[src/rtl/seq_detect_param.sv]
// Mealy detector for a runtime-loadable LEN-bit pattern, with overlap select,
// a per-bit enable and a saturating match counter with synchronous clear.
module seq_detect_param #(
  parameter int unsigned    LEN     = 4,
  parameter logic [LEN-1:0] PATTERN = 4'b0101,
  parameter int unsigned    CNT_W   = 8
) (
  input  logic             clk,
  input  logic             rst,
  input  logic             en,
  input  logic             x,
  input  logic             overlap,
  input  logic             pat_load,
  input  logic [LEN-1:0]   pat_in,
  input  logic             clr_cnt,
  output logic             out,
  output logic [CNT_W-1:0] match_cnt
);

  localparam int unsigned          FILL_W   = $clog2(LEN);
  localparam logic [FILL_W-1:0]    FILL_MAX = FILL_W'(LEN - 1);
  localparam logic [CNT_W-1:0]     CNT_MAX  = {CNT_W{1'b1}};

  logic [LEN-1:0]    pat_q, pat_d;
  logic [LEN-2:0]    hist_q, hist_d;
  logic [FILL_W-1:0] fill_q, fill_d;
  logic [CNT_W-1:0]  cnt_q, cnt_d;
  logic [LEN-1:0]    window;
  logic              accept;
  logic              match;

  // fill gates the compare, so stale or reset-zero history can never match
  always_comb begin
    accept = en & ~pat_load;
    window = {hist_q, x};
    match  = accept && (fill_q == FILL_MAX) && (window == pat_q);
  end

  always_comb begin
    pat_d  = pat_q;
    hist_d = hist_q;
    fill_d = fill_q;
    if (pat_load) begin
      pat_d  = pat_in;
      hist_d = '0;
      fill_d = '0;
    end else if (en) begin
      hist_d = window[LEN-2:0];
      if (match && !overlap) begin
        fill_d = '0;
      end else if (fill_q != FILL_MAX) begin
        fill_d = fill_q + FILL_W'(1);
      end
    end
  end

  always_comb begin
    cnt_d = cnt_q;
    if (clr_cnt) begin
      cnt_d = '0;
    end else if (match && (cnt_q != CNT_MAX)) begin
      cnt_d = cnt_q + CNT_W'(1);
    end
  end

  always_ff @(posedge clk or negedge rst) begin
    if (!rst) begin
      pat_q  <= PATTERN;
      hist_q <= '0;
      fill_q <= '0;
      cnt_q  <= '0;
    end else begin
      pat_q  <= pat_d;
      hist_q <= hist_d;
      fill_q <= fill_d;
      cnt_q  <= cnt_d;
    end
  end

  assign out       = match;
  assign match_cnt = cnt_q;

endmodule

[config.mk]
export PLATFORM = sky130hd
export DESIGN_NAME = seq_detect_param
export DESIGN_NICKNAME = d
export VERILOG_FILES = /design/src/rtl/seq_detect_param.sv
export SDC_FILE = /design/constraint.sdc
export NUM_CORES = 1
export LEC_CHECK = 0
export CELL_PAD_IN_SITES_DETAIL_PLACEMENT = 0
export CELL_PAD_IN_SITES_GLOBAL_PLACEMENT = 1
export CORE_MARGIN = 2
export CORE_UTILIZATION = 25
export CTS_CLUSTER_DIAMETER = 50
export CTS_CLUSTER_SIZE = 30
export DETAILED_ROUTE_END_ITERATION = 8
export HOLD_SLACK_MARGIN = 0.05
export PLACE_DENSITY = 0.61
export SLEW_MARGIN = 20
export SYNTH_ARGS = -nofsm -noshare
export SYNTH_HDL_FRONTEND = slang
export SYNTH_SLANG_ARGS = --single-unit
[constraint.sdc]
create_clock -name clk -period 1.6 [get_ports clk]
set_input_delay 0.4 -clock clk [delete_from_list [all_inputs] [get_ports clk]]
set_output_delay 0.4 -clock clk [all_outputs]
set_load 0.01 [all_outputs]
==> results.json <==
{
  "crit_family": "simple AND/OR/NAND/NOR gates",
  "io-pin-count": 20,
  "synth-seq-area-share": 0.449,
  "p_sw_frac": 0.248,
  "post_drt_via_cell_ratio": 4.65,
  "nets": 149,
  "cp-start-kind": "flop",
  "dr.first_iter.drc_count": 39,
  "yosysMostFrequentCell": "dfrtp_1",
  "placed_area_mm2": 0.00133,
  "violations": "negative setup slack",
  "tritoncts": "built",
  "die_x_um": 65.8,
  "p_comb_frac": 0.177,
  "worstSetupPathType": "flop to flop",
  "synth-main-ff-cell": "dfrtp_1",
  "power_uw": 956,
  "grt_start_max_net_pins": 18,
  "maxCapViolCount": 0,
  "die_h_um": 65.8,
  "rsz0062_at_grt": "yes",
  "die-area_mm2": 0.00432,
  "synthTopCellsByArea": "dfrtp_1 (39%), mux2_2 (7.1%), dfstp_2 (5.5%)",
  "cts_max_level": 1,
  "layout-drive-gt1-share": 0.444,
  "grt_pass1_wl_um": 4150,
  "final_design_area_no_fill_mm2": 0.00153,
  "wl_um": 2490,
  "via_count": 851,
  "portBuffers": 19,
  "drc": 0,
  "netlist_instances": 90,
  "power_frac_clock": 0.336,
  "crit_slowest_cell": "or4_4",
  "track_usage": 0.124,
  "insertion_delay_ns": 0.25,
  "core_mm2": 0.00366,
  "cp_num_buf_inv": 1,
  "synth_cell_type_count": 34,
  "hold_viol_final": 0,
  "worst_pin_slew_ns": 0.345,
  "wl_per_cell_um": 13.6,
  "utilization": 0.419,
  "cts.sinks": 17,
  "period_share": 1.09,
  "firstDrtPassIters": 4,
  "overflow": 0,
  "yosys.area.top_type_share": 0.394,
  "num_rows": 22,
  "cts_made_buffers": 3,
  "power-per-cell-area_mw_per_mm2": 624,
  "synth_area_leader_cell": "dfrtp_1",
  "hold_path.class": "input port to async pin",
  "insertedDiodeCount": 0,
  "cp_data_arrival_time_ns": 1.93,
  "start_util": 0.260,
  "fin_setup_tns_ns": -0.570,
  "endpoint_kind": "flop",
  "internal_power_uw": 719,
  "required_ns": 1.78,
  "grt_antenna_before_repair": 0,
  "clk_pin_slew_worst_paths_ns": 0.07,
  "fmax_mhz": 572,
  "yosysWarnings": 0,
  "grt_pass1_vias": 869,
  "setup_ws_ns": -0.148,
  "areaGrowthSynthToFinish_pct": 60.9,
  "crit_chain": "ha_2 > and3b_4 > buf_6 > o211ai_4 > or4_4 > a21oi_4",
  "net-switching-power_uw": 237,
  "ys_seq_elements": 17,
  "synth.top_cells.by_count": "dfrtp_1 (15), a21oi_1 (6), mux2_2 (6), nor2_1 (6), o31ai_1 (5)",
  "pre_cts_ws_ns": -0.698,
  "final.min_clock_period_ns": 1.75,
  "ir_drop_uv": 492,
  "maxSlewViolCount": 0,
  "root_buffer": "clkbuf_8",
  "crit_fanout": 8,
  "cts_buffer_depth": 2,
  "pwr-share-seq": 0.487,
  "avgSynthCellArea_um2": 10.6,
  "finalSetupViolCount": 8,
  "worst_path_largest_cell_delay_ns": 0.54,
  "post-dp-hpwl_um": 1710,
  "status": "finished, violations left",
  "routabilityCongestion": 0.741,
  "synth-edff-count": 0,
  "maxSlewHeadroom": 0.769,
  "ant_nets": 0,
  "syn_area_um2": 953,
  "p_leak_nw": 0.710,
  "syn-num-nets": 103,
  "fin_worst_skew_ns": 0.00444,
  "async_flop_share": 1.00
}
[layer usage]
metal	vias to the layer above	wire length, µm	global-route usage	share of wire
met5	-	0	0	0
met4	0	0	0.0156	0
met3	0	112	0.0377	0.045
met2	20	1250	0.207	0.50
met1	412	1130	0.162	0.45
li1	419	-	-	-
[placed cells by master (no fill, tap or decap), types with 3 or more instances in the layout]
cell             instances
buf_4                   24
dfrtp_1                 13
clkdlybuf4s50_1          9
dlygate4sd2_1            7
nor2_1                   5
mux2_2                   4
mux2i_1                  4
xnor2_2                  3
nor2b_1                  3
nand3_1                  3
nand2b_1                 3
o31ai_1                  3
a21oi_1                  3
clkbuf_8                 3
buf_6                    3
[per-stage QoR]
step / hold WS [ns] / cells
after CTS: 0.485 / 183
after floorplan: 0.104 / 90
after global routing: 0.494 / 183
after detailed placement: 0.525 / 172
final: 0.475 / 183
after global placement: 0.524 / 172
[kinds of logic (layout without fill, tap and decap cells)]
logic type | after synthesis | count (layout) | share of synthesized area
muxes | 10 | 10 | 0.113
buffers and inverters | 7 | 52 | 0.0446
DFF | 17 | 17 | 0.449
adders and majority gates | 2 | 2 | 0.0262
xor gates and xnor gates | 4 | 4 | 0.0446
and+or+nand+nor | 33 | 33 | 0.205
AOI/OAI and AO/OA | 17 | 17 | 0.118
[what timing repair did]
item,4_1_cts,5_1_grt
gates resized for setup,26,11
cloned,1,0
setup endpoints to repair,16,12
pin swaps,11,4
setup buffers,6,1
hold buffers,0,0
[final timing paths]
| path | start | end | slack, ns | cells after the start |
|---|---|---|---|---|
| hold / removal | rst | match_cnt[4]$_DFFE_PN0P_ | 0.48 | 2 |
| setup reg to reg | fill_q[0]$_DFFE_PN0P_ | match_cnt[3]$_DFFE_PN0P_ | -0.15 | 6 |
| hold reg to reg | hist_q[2]$_DFFE_PN0P_ | hist_q[2]$_DFFE_PN0P_ | 0.55 | 2 |
| max in group asynchronous | rst | pat_q[0]$_DFFE_PN1P_ | 0.86 | 2 |
| min in group clk | hist_q[2]$_DFFE_PN0P_ | hist_q[2]$_DFFE_PN0P_ | 0.55 | 2 |
| setup / recovery | fill_q[0]$_DFFE_PN0P_ | match_cnt[3]$_DFFE_PN0P_ | -0.15 | 6 |
[power groups by stage]
stage,clock network (mW),logic (mW),registers [mW]
floorplan,0,0.0728,0.469
global placement,0,0.139,0.471
detailed placement,0,0.141,0.472
CTS,0.334,0.162,0.464
global route,0.354,0.184,0.467
finish,0.321,0.170,0.465
[flip-flops by register name, summed over array words and instances (netlist names)]
register   flops
hist_q         3
match_cnt      8
pat_q          4
fill_q         2
[cell type report]
type,count,area [µm²]
fillers,365,2130
multi-input cells,66,596
flip-flops and latches,17,430
repair buffers,46,395
well taps,48,60.1
clock buffers,4,45.0
inverters,2,7.51
Power figures use the tool's default switching activity.
